`config.mk`:
```
export PLATFORM = sky130hd
export DESIGN_NAME = enc_quad_counter
export DESIGN_NICKNAME = d
export VERILOG_FILES = /design/src/rtl/enc_quad_counter.sv
export SDC_FILE = /design/constraint.sdc
export NUM_CORES = 1
export LEC_CHECK = 0
export CAP_MARGIN = 10
export CORE_MARGIN = 4
export CORE_UTILIZATION = 55
export DETAILED_ROUTE_END_ITERATION = 6
export PLACE_DENSITY_LB_ADDON = 0.2
export SLEW_MARGIN = 0
export SYNTH_ARGS = -nofsm -noshare
export SYNTH_HDL_FRONTEND = slang
export SYNTH_SLANG_ARGS = --single-unit
export TNS_END_PERCENT = 1
```
`constraint.sdc`:
```
create_clock -name clk -period 5.3 [get_ports clk]
set_clock_uncertainty 0.15 [all_clocks]
set_input_delay 1.06 -clock clk [delete_from_list [all_inputs] [get_ports clk]]
set_output_delay 1.06 -clock clk [all_outputs]
set_load 0.02 [all_outputs]
```
`src/rtl/enc_quad_counter.sv`:
```
// Quadrature encoder position counter with a small CPU register slot.
// x4 decode, signed limits with optional wrap, sticky events and a level irq.
module enc_quad_counter #(
    parameter int CNT_W = 16
) (
    input  logic        clk,
    input  logic        reset_n,
    input  logic        cs,
    input  logic        read,
    input  logic        write,
    input  logic [4:0]  addr,
    input  logic [31:0] wr_data,
    output logic [31:0] rd_data,
    input  logic        enc_a,
    input  logic        enc_b,
    input  logic        btn,
    input  logic        sw,
    output logic        irq
);

    localparam logic [CNT_W-1:0] One    = {{(CNT_W-1){1'b0}}, 1'b1};
    localparam logic [CNT_W-1:0] MinRst = {1'b1, {(CNT_W-1){1'b0}}};
    localparam logic [CNT_W-1:0] MaxRst = {1'b0, {(CNT_W-1){1'b1}}};

    // Synchronizer lanes: {sw, btn, a, b}
    logic [3:0] sync1_q, sync2_q;
    logic [1:0] prev_ab_q;
    logic       btn_prev_q;

    logic signed [CNT_W-1:0] pos_q, pos_d;
    logic signed [CNT_W-1:0] lim_min_q, lim_min_d;
    logic signed [CNT_W-1:0] lim_max_q, lim_max_d;
    logic        dir_q, dir_d;
    logic        step_st_q, step_st_d;
    logic        btn_st_q, btn_st_d;
    logic        err_st_q, err_st_d;
    logic [7:0]  err_cnt_q, err_cnt_d;
    logic [5:0]  ctrl_q, ctrl_d;

    logic [1:0] ab;
    logic       btn_s, sw_s, btn_rise;
    logic       inc, dec, jump, step_evt, err_evt, frozen;
    logic       we, wr_pos, wr_ctrl, wr_min, wr_max, wr_clr;
    logic       unused_sigs;

    assign ab       = sync2_q[1:0];
    assign btn_s    = sync2_q[2];
    assign sw_s     = sync2_q[3];
    assign btn_rise = btn_s & ~btn_prev_q;

    assign inc = ({prev_ab_q, ab} == 4'b0001) || ({prev_ab_q, ab} == 4'b0111) ||
                 ({prev_ab_q, ab} == 4'b1110) || ({prev_ab_q, ab} == 4'b1000);
    assign dec = ({prev_ab_q, ab} == 4'b0100) || ({prev_ab_q, ab} == 4'b1101) ||
                 ({prev_ab_q, ab} == 4'b1011) || ({prev_ab_q, ab} == 4'b0010);
    assign jump     = (prev_ab_q ^ ab) == 2'b11;
    assign step_evt = ctrl_q[0] & (inc | dec);
    assign err_evt  = ctrl_q[0] & jump;
    assign frozen   = lim_min_q > lim_max_q;

    assign we      = cs & write;
    assign wr_pos  = we & (addr == 5'd0);
    assign wr_ctrl = we & (addr == 5'd2);
    assign wr_min  = we & (addr == 5'd3);
    assign wr_max  = we & (addr == 5'd4);
    assign wr_clr  = we & (addr == 5'd5);

    assign unused_sigs = ^{read, wr_data[31:CNT_W]};

    always_comb begin
        pos_d = pos_q;
        dir_d = dir_q;
        if (step_evt) begin
            dir_d = inc;
            if (!frozen) begin
                if (inc) begin
                    if (pos_q >= lim_max_q) pos_d = ctrl_q[1] ? lim_min_q : pos_q;
                    else                    pos_d = pos_q + One;
                end else begin
                    if (pos_q <= lim_min_q) pos_d = ctrl_q[1] ? lim_max_q : pos_q;
                    else                    pos_d = pos_q - One;
                end
            end
        end
        if (ctrl_q[5] && btn_rise) pos_d = '0;
        if (wr_pos)                pos_d = wr_data[CNT_W-1:0];
    end

    always_comb begin
        // A same-cycle event overrides a clear of its own sticky bit.
        step_st_d = (step_st_q & ~(wr_clr & wr_data[0])) | step_evt;
        btn_st_d  = (btn_st_q  & ~(wr_clr & wr_data[1])) | btn_rise;
        err_st_d  = (err_st_q  & ~(wr_clr & wr_data[2])) | err_evt;
        err_cnt_d = (wr_clr && wr_data[2]) ? 8'd0 : err_cnt_q;
        if (err_evt && (err_cnt_d != 8'hFF)) err_cnt_d = err_cnt_d + 8'd1;
        ctrl_d    = wr_ctrl ? wr_data[5:0]       : ctrl_q;
        lim_min_d = wr_min  ? wr_data[CNT_W-1:0] : lim_min_q;
        lim_max_d = wr_max  ? wr_data[CNT_W-1:0] : lim_max_q;
    end

    always_ff @(posedge clk or negedge reset_n) begin
        if (!reset_n) begin
            sync1_q    <= '0;
            sync2_q    <= '0;
            prev_ab_q  <= '0;
            btn_prev_q <= 1'b0;
            pos_q      <= '0;
            dir_q      <= 1'b0;
            step_st_q  <= 1'b0;
            btn_st_q   <= 1'b0;
            err_st_q   <= 1'b0;
            err_cnt_q  <= '0;
            ctrl_q     <= 6'h01;
            lim_min_q  <= MinRst;
            lim_max_q  <= MaxRst;
        end else begin
            sync1_q    <= {sw, btn, enc_a, enc_b};
            sync2_q    <= sync1_q;
            prev_ab_q  <= ab;
            btn_prev_q <= btn_s;
            pos_q      <= pos_d;
            dir_q      <= dir_d;
            step_st_q  <= step_st_d;
            btn_st_q   <= btn_st_d;
            err_st_q   <= err_st_d;
            err_cnt_q  <= err_cnt_d;
            ctrl_q     <= ctrl_d;
            lim_min_q  <= lim_min_d;
            lim_max_q  <= lim_max_d;
        end
    end

    assign irq = (ctrl_q[2] & step_st_q) | (ctrl_q[3] & btn_st_q) | (ctrl_q[4] & err_st_q);

    always_comb begin
        rd_data = '0;
        case (addr)
            5'd0: rd_data = {{(32-CNT_W){pos_q[CNT_W-1]}}, pos_q};
            5'd1: rd_data = {16'd0, err_cnt_q, 2'b00, err_st_q, btn_st_q, step_st_q,
                             btn_s, sw_s, dir_q};
            5'd2: rd_data = {26'd0, ctrl_q};
            5'd3: rd_data = {{(32-CNT_W){lim_min_q[CNT_W-1]}}, lim_min_q};
            5'd4: rd_data = {{(32-CNT_W){lim_max_q[CNT_W-1]}}, lim_max_q};
            default: rd_data = '0;
        endcase
    end

endmodule

```
==> results_dict.tcl, run 1 <==
set metrics [dict create \
    status "finished, final reports clean" \
    core_area_mm2 0.01046 \
    r2r_setup_slack_ns 1.44 \
    cts-root-buf "clkbuf_8" \
    postRouteAntennaNets 0 \
    fin_crit_ns 4.657 \
    cp.arrival_ns 3.45 \
    cp_max_fo 17 \
    synthFlopType "dfrtp_1" \
    gp_congestion 1.021 \
    p_switching_mw 1.344 \
    io_pins 79 \
    portBuffers 61 \
    drtIter0Drc 583 \
    postCtsSetupRepairBufs 0 \
    start_kind "input pin" \
    endpoint_kind "output port" \
    dieArea_mm2 0.01257 \
    rows 37 \
    final-instance-count-excl-fill 870 \
    overflow 0 \
    holdCritStartpoint "sync1_q[3]" \
    rsz0062_at_grt "no" \
    start_util 0.5701 \
    r2r-start "lim_min_q[15]" \
    drt-wirelength-per-cell_um 20.37 \
    reg2reg_depth 10 \
    drv_cap 0 \
    htree_levels 3 \
    synthArstFlopShare 1.000 \
    p_seq_frac 0.340 \
    combPwrFrac 0.509 \
    ys_warn_count 0 \
    postCtsResizedCells 0 \
    crit_path_start "addr[4]" \
    syn_to_final_growth_pct 14.85 \
    slew_headroom 0.2495 \
    avgSynthCellArea_um2 8.707 \
    first_pass_iters 7 \
    vias 5459 \
    nets 826 \
    yosys-top-cells-area "dfrtp_1 25%, ha_1 11%, dfstp_2 7.5%" \
    cts_made_buffers 9 \
    grt_start_max_net_pins 78 \
    syn_area_mm2 0.005964 \
    clk_pin_slew_worst_paths_ns 0.08 \
    clockBufferDepth 2 \
    final_cell_mix "108 x nand2_1, 60 x dfrtp_1, 60 x clkdlybuf4s50_1" \
    grt_first_pass_wirelength_um 28500 \
    synth_top_cell_by_area "dfrtp_1" \
    power_density_mw_per_mm2 435.5 \
    place_hpwl_um 13130 \
    drc 0 \
    final_common_cell "nand2_1" \
    peakVddDrop_uv 260.7 \
    worstSkewPairLatency_ns 0.37 \
    synth_top_area_share 0.2517 \
    min_period_over_period 0.8786 \
    ys_ff_latch 77 \
    worstSetupPathType "input pin to output port" \
    cts_hold_buf 0 \
    r2r-end "pos_q[2]" \
    crit_path_end "rd_data[15]" \
    synthCells 685 \
    cts_tree "done" \
    antenna_cells 0 \
    avgViaCountPerCell 6.275 \
    slew_violations 0 \
    post-place-cells 854 \
    max_freq_mhz 214.7 \
    max_slew.worst_pin.slew_ns 1.117 \
    fill_cells 921 \
    yosysSeqAreaShare 0.3266 \
    p_sw_frac 0.4505 \
    min_path_type "flop to flop" \
    antenna_found_initial 0 \
    synth_nets 782 \
    crit_required_ns 4.09 \
    regArea_mm2 0.001948 \
    p_int_mw 1.639 \
    setup_viol 0 \
    grt_pass1_vias 5423 \
    die_h_um 112.1 \
    p_leak_nw 2.983 \
    layout-drive-gt1-share 0.1185 \
    pwr-share-clk 0.151 \
    finalSetupTns_ns 0 \
    totalWireLength_um 17730 \
    numClockSinks 77 \
    multi_input_area_mm2 0.003613 \
    synth_edf_count 0 \
    hold_viol_final 0 \
    ys_types 64 \
    dieWidth_um 112.1 \
    grt_use_total 0.2818 \
]
-- stage by stage --
stage / hold slack [ns] / setup slack (ns) / total power [mW] / instance area, um^2 / utilization
final: 0.2051 / 0.6432 / 2.983 / 6850 / 0.6547
after global routing: 0.2136 / 0.5556 / 3.189 / 6850 / 0.6547
after CTS: 0.2089 / 0.6731 / 2.962 / 6850 / 0.6547
after detailed placement: 0.1905 / 0.6784 / 2.499 / 6659 / 0.6365
after global placement: 0.1851 / 0.7620 / 2.446 / 6659 / 0.6365
after floorplan: 0.1812 / 1.121 / 2.094 / 5964 / -
-- power by group through the flow --
| stage | clock network [mW] | logic (mW) | registers, mW |
|---|---|---|---|
| global route | 0.478 | 1.68 | 1.04 |
| detailed placement | 0 | 1.48 | 1.02 |
| floorplan | 0 | 1.24 | 0.855 |
| CTS | 0.457 | 1.50 | 1.01 |
| global placement | 0 | 1.44 | 1.01 |
| finish | 0.451 | 1.52 | 1.01 |
-- kinds of logic (layout without fill, tap and decap cells) --
| logic type | count (synthesis) | after routing | share of synthesized area |
|---|---|---|---|
| AOI/OAI and AO/OA | 162 | 162 | 0.1831 |
| muxes | 45 | 45 | 0.07908 |
| buffers and inverters | 92 | 141 | 0.07216 |
| xor gates and xnor gates | 37 | 37 | 0.05433 |
| adders and majority gates | 51 | 51 | 0.1070 |
| and+or+nand+nor | 221 | 221 | 0.1777 |
| DFF | 77 | 77 | 0.3266 |
-- worst min-delay path by stage --
stage	cells past startpoint	end	slack, ns
global route	0	sync2_q[3]	0.21
finish	0	sync2_q[3]	0.21
global placement	0	sync2_q[1]	0.19
detailed placement	0	sync2_q[3]	0.19
CTS	0	sync2_q[3]	0.21
floorplan	0	sync2_q[0]	0.18
-- registers in the layout, indices dropped and copies added, names as in the netlist, 2 cells and up --
signal,count
lim_max_q,16
lim_min_q,16
pos_q,16
err_cnt_q,8
ctrl_q,6
sync1_q,4
sync2_q,4
prev_ab_q,2
-- final cells by class --
cell class	instances	share of cell area
Multi-Input combinational cell	516	0.5275
Sequential cell	77	0.2844
Timing Repair Buffer	82	0.1118
Tap cell	136	0.02484
Inverter	43	0.02356
Clock buffer	10	0.01863
Clock inverter	6	0.009315
-- per-layer routing --
metal | vias up | GRT usage | wire length [um]
met2 | 252 | 0.4601 | 8294
met1 | 2610 | 0.3753 | 7644
met3 | 44 | 0.04636 | 1319
li1 | 2553 | - | -
met4 | 0 | 0.1098 | 467
met5 | - | 0 | 0
-- worst max-delay path, cell delays in order --
cell and delay [ns]:
clkdlybuf4s50_1 0.42, or3_1 0.44, nor3_1 0.28, a221o_1 0.52
a21o_1 0.13, clkdlybuf4s50_1 0.59
-- synthesized netlist by cell type, types with 4 or more instances --
master	instances
buf_2	5
a21oi_1	34
nand2_1	108
nand3_1	18
o21ai_0	54
a22oi_1	7
ha_1	51
clkbuf_1	21
nor2_1	25
nand2b_1	4
nand4_1	14
dfstp_2	17
nor3_1	16
a21o_1	5
a222oi_1	10
xor2_1	16
o221a_2	4
buf_4	17
o21a_1	5
mux2_2	14
inv_1	43
mux2i_1	30
o221ai_1	9
o211ai_1	7
nor2b_1	4
buf_1	4
dfrtp_1	60
nor4_1	7
xnor2_1	21
and2_1	7
No activity file was read; power rests on OpenSTA's default activity.
==> run 2: changes to the inputs <==
- GPL_TIMING_DRIVEN: not set -> 0
==> run 2 against run 1 <==
Critical path depth increased by 2. Largest cell class unchanged. Non-clock buffer count increased by 29. Flip-flop and latch count unchanged. Via count up 4.5%. Sequential share of layout area shrank 0.65 points. Highest routed layer unchanged. Count of clock-buffer cells in the layout up 2. Combinational power grew 14%. Sequential power shrank 8%. Critical path type unchanged.
==> results_dict.tcl, run 2 (synthesis results as in run 1) <==
set metrics [dict create \
    status "finished, final reports clean" \
    p_leak_nw 3.057 \
    totalWireLength_um 20570 \
    grt_start_max_net_pins 43 \
    dieWidth_um 112.1 \
    post-place-cells 883 \
    cp.arrival_ns 4.00 \
    overflow 0 \
    fin_crit_ns 5.214 \
    hold_ws_ns 0.2066 \
    setup_viol 0 \
    gp_congestion 1.037 \
    critPathSlowestCell "buf_1" \
    htree_levels 3 \
    drt-wirelength-per-cell_um 22.88 \
    cp_cell_sequence "clkdlybuf4s50_1 > nor2_1 > nand2_1 > nor3_2 > buf_1 > a222oi_1 > inv_1 > clkdlybuf4s50_1" \
    cts-root-buf "clkbuf_8" \
    slew_violations 0 \
    postCtsSetupRepairBufs 0 \
    final_cell_mix "108 x nand2_1, 60 x dfrtp_1, 60 x clkdlybuf4s50_1" \
    crit_family "buffers and inverters" \
    grt_first_pass_wirelength_um 32350 \
    first_pass_iters 6 \
    slew_headroom 0.1889 \
    cts_made_buffers 9 \
    avgViaCountPerCell 6.343 \
    slowest_delay_ns 0.75 \
    final_common_cell "nand2_1" \
    syn_to_final_growth_pct 17.54 \
    io_pins 79 \
    cp_max_fo 10 \
    worst-path-buf-inv 4 \
    clockBufferDepth 2 \
    portBuffers 61 \
    endpoint_kind "output port" \
    path_common_cell "clkdlybuf4s50_1" \
    cts_tree "done" \
    vias 5702 \
    power_density_mw_per_mm2 449.5 \
    regArea_mm2 0.001948 \
    hold_viol_final 0 \
    top_regs "lim_max_q x16, lim_min_q x16, pos_q x16" \
    max_freq_mhz 191.8 \
    worstSkewPairLatency_ns 0.37 \
    power.total_mw 3.151 \
    min_period_over_period 0.9838 \
    drtIter0Drc 625 \
    crit_required_ns 4.09 \
    peakVddDrop_uv 276.0 \
    rsz0062_at_grt "yes" \
    grt_use_total 0.3313 \
    drv_cap 0 \
    max_slew.worst_pin.slew_ns 1.211 \
    fin_area_mm2 0.007010 \
    die_h_um 112.1 \
    postRouteAntennaNets 0 \
    worstSetupPathType "input pin to output port" \
    antenna_cells 0 \
    dieArea_mm2 0.01257 \
    core_area_mm2 0.01046 \
    fill_cells 863 \
    start_kind "input pin" \
    clk_pin_slew_worst_paths_ns 0.08 \
    nets 855 \
    layout-drive-gt1-share 0.1206 \
    place_hpwl_um 15170 \
    drc 0 \
    final-instance-count-excl-fill 899 \
    numClockSinks 77 \
    grt_pass1_vias 5744 \
    place_area_mm2 0.006780 \
    min_path_type "flop to flop" \
    start_util 0.5701 \
    multi_input_area_mm2 0.003623 \
    rows 37 \
    antenna_found_initial 0 \
]
[run 2: final cells by class]
cell class | instances | area share
sequential | 77 | 0.2779
clock inverter | 4 | 0.01053
buffer | 49 | 0.03855
tap | 136 | 0.02427
multi-input combinational | 516 | 0.5169
inverter | 43 | 0.02302
clock buffer | 12 | 0.01928
timing repair buffer | 62 | 0.08959
[run 2: where the power goes]
group          switching [mW]  internal, mW
logic                    1.00         0.728
registers               0.185         0.740
clock network           0.232         0.266
total                    1.42          1.73
[run 2: what timing repair did]
item | CTS | global route
hold buffers | 0 | 0
gates resized for setup | 3 | 5
endpoints found under the setup margin | 26 | 30
[run 2: through the flow]
step | worst slack, ns | TNS (ns) | utilization
global route | -0.02142 | -0.02142 | 0.6701
CTS | -0.02571 | -0.05321 | 0.6696
detailed placement | -0.2793 | -3.317 | 0.6481
finish | 0.08598 | 0 | 0.6701
floorplan | 1.121 | 0 | -
global placement | -0.4862 | -9.827 | 0.6447
[run 2: layer usage]
metal  up-vias  part of all wire  GRT usage
li1       2611                 -          -
met1      2761              0.43     0.4522
met2       276              0.46     0.5177
met3        54             0.078    0.06739
met4         0             0.032     0.1306
met5         -                 0          0
[run 2: final timing paths]
kind | from | end | slack (ns) | cells after the start
worst max-delay path | addr[4] | rd_data[6] | 0.09 | 8
worst min-delay path | sync1_q[1] | sync2_q[1] | 0.21 | 0
worst max register to register | lim_max_q[7] | pos_q[2] | 1.12 | 11
worst min register to register | sync1_q[1] | sync2_q[1] | 0.21 | 0
max in group asynchronous | reset_n | lim_max_q[0] | 3.83 | 2
min in group asynchronous | reset_n | lim_min_q[8] | 0.50 | 1
[run 2: worst register-to-register path: stages (launching register included)]
cell and delay (ns):
dfstp_2 0.55, inv_1 0.07, ha_1 0.29, a2111oi_0 0.40, o21ai_0 0.16, o211ai_1 0.19
nand3b_1 0.14, or4_1 0.42, a31oi_1 0.91, o21a_1 0.19, buf_4 0.23, mux2_2 0.37
==> run 3: changes to the inputs <==
- PLACE_DENSITY_LB_ADDON: 0.2 -> 0.05
==> run 3 against run 2 <==
Cell count is 0.11% higher. First-iteration DRC count shrank 7.4%. Utilization decreased by 0.19 points. Worst setup slack improved by 0.0093 ns. Combinational power barely moved. Highest routed layer unchanged. Critical path depth decreased by 1. Critical endpoint is now rd_data[9]. Non-clock buffer count increased by 1. Sequential power barely moved. Flip-flop and latch count unchanged. Power shrank 2.6%. Register-to-register slack barely moved.
==> results_dict.tcl, run 3 (synthesis results as in run 1) <==
set metrics [dict create \
    fill_cells 924 \
    p_int_mw 1.639 \
    io_pins 79 \
    r2r-start "lim_max_q[7]" \
    crit_path_end "rd_data[9]" \
    start_util 0.5701 \
    fin_area_mm2 0.006990 \
    p_switching_mw 1.429 \
    slew_headroom 0.1687 \
    slew_violations 0 \
    start_kind "input pin" \
    cp.arrival_ns 3.99 \
    grt_start_max_net_pins 57 \
    postRouteAntennaNets 0 \
    core_area_mm2 0.01046 \
    dieArea_mm2 0.01257 \
    min_period_over_period 0.9820 \
    drc 0 \
    antenna_cells 0 \
    cts_hold_buf 0 \
    regArea_mm2 0.001948 \
    dr_wl_met3_um 1925 \
    nets 856 \
    cts-root-buf "clkbuf_8" \
    p_seq_frac 0.302 \
    cts_tree "done" \
    p_leak_nw 3.052 \
    met1_length_um 8362 \
    hold_depth 0 \
    r2r_setup_slack_ns 1.12 \
    grt_first_pass_wirelength_um 31070 \
    r2r-end "pos_q[2]" \
    rsz0062_at_grt "no" \
    setup_viol 0 \
    dr_wl_met2_um 9067 \
    rows 37 \
    cp_max_fo 10 \
    numClockSinks 77 \
    crit_required_ns 4.09 \
    postCtsResizedCells 4 \
    min_path_type "flop to flop" \
    die_h_um 112.1 \
    worstSkewPairLatency_ns 0.37 \
    fin_crit_ns 5.205 \
    worstSetupPathType "input pin to output port" \
    clockBufferDepth 2 \
    multi_input_area_mm2 0.003617 \
    totalWireLength_um 20240 \
    final_cell_mix "108 x nand2_1, 60 x dfrtp_1, 60 x clkdlybuf4s50_1" \
    hold_ws_ns 0.2076 \
    grt_pass1_vias 5779 \
    portBuffers 61 \
    postCtsSetupRepairBufs 0 \
    first_pass_iters 5 \
    pwr-share-clk 0.138 \
    max_freq_mhz 192.1 \
    drtIter0Drc 579 \
    overflow 0 \
    power_density_mw_per_mm2 438.9 \
    final_common_cell "nand2_1" \
    status "finished, final reports clean" \
    reg2reg_depth 11 \
    crit_path_start "addr[1]" \
    hold_viol_final 0 \
    vias 5796 \
    drv_cap 0 \
    gp_congestion 1.046 \
    peakVddDrop_uv 204.3 \
    place_hpwl_um 15100 \
    max_slew.worst_pin.slew_ns 1.241 \
    layout-drive-gt1-share 0.1243 \
    top_regs "lim_max_q x16, lim_min_q x16, pos_q x16" \
    combPwrFrac 0.560 \
    holdCritStartpoint "sync1_q[2]" \
    endpoint_kind "output port" \
    drt-wirelength-per-cell_um 22.49 \
    finalSetupTns_ns 0 \
    power.total_mw 3.068 \
    cts_made_buffers 9 \
    avgViaCountPerCell 6.440 \
    clk_pin_slew_worst_paths_ns 0.09 \
    syn_to_final_growth_pct 17.20 \
    htree_levels 3 \
    place_area_mm2 0.006789 \
    antenna_found_initial 0 \
    dieWidth_um 112.1 \
    top_layer_used "met4" \
    grt_use_total 0.3179 \
    p_sw_frac 0.4657 \
]
run 3: area by class of cell:
type | count | area share
Buffer | 49 | 0.03866
Tap cell | 136 | 0.02434
Clock buffer | 9 | 0.01772
Timing Repair Buffer | 63 | 0.09200
Sequential cell | 77 | 0.2787
Multi-Input combinational cell | 516 | 0.5175
Clock inverter | 7 | 0.008054
Inverter | 43 | 0.02309
run 3: per-stage QoR:
step             util  setup slack, ns  instances
5_1_grt        0.6681          0.01840        900
4_1_cts        0.6678         0.001154        900
3_5_place_dp   0.6489          -0.3668        884
3_3_place_gp   0.6447          -0.5593        882
6_report       0.6681          0.09531        900
2_1_floorplan       -            1.121        685
run 3: layer usage:
metal	up-vias	GRT usage
met3	76	0.06415
met1	2727	0.4191
met5	-	0
li1	2612	-
met4	0	0.1579
met2	381	0.4982
run 3: how the worst min path moves through the flow:
stage	end	slack, ns
finish	sync2_q[2]	0.21
global route	sync2_q[3]	0.23
CTS	sync2_q[2]	0.21
detailed placement	sync2_q[2]	0.19
global placement	sync2_q[1]	0.18
floorplan	sync2_q[0]	0.18
run 3: power groups by stage:
stage / combinational (mW) / clock (mW) / sequential [mW]
final: 1.72 / 0.424 / 0.926
after global routing: 1.87 / 0.460 / 0.936
after CTS: 1.68 / 0.431 / 0.916
after detailed placement: 1.67 / 0 / 0.925
after global placement: 1.61 / 0 / 0.922
after floorplan: 1.24 / 0 / 0.855
run 3: critical path, stage by stage:
cell and delay, ns:
clkdlybuf4s50_1 0.51, buf_1 0.42, nor3b_2 0.63, clkbuf_2 0.47, a222oi_1 0.15, nand2_1 0.14, clkdlybuf4s50_1 0.61
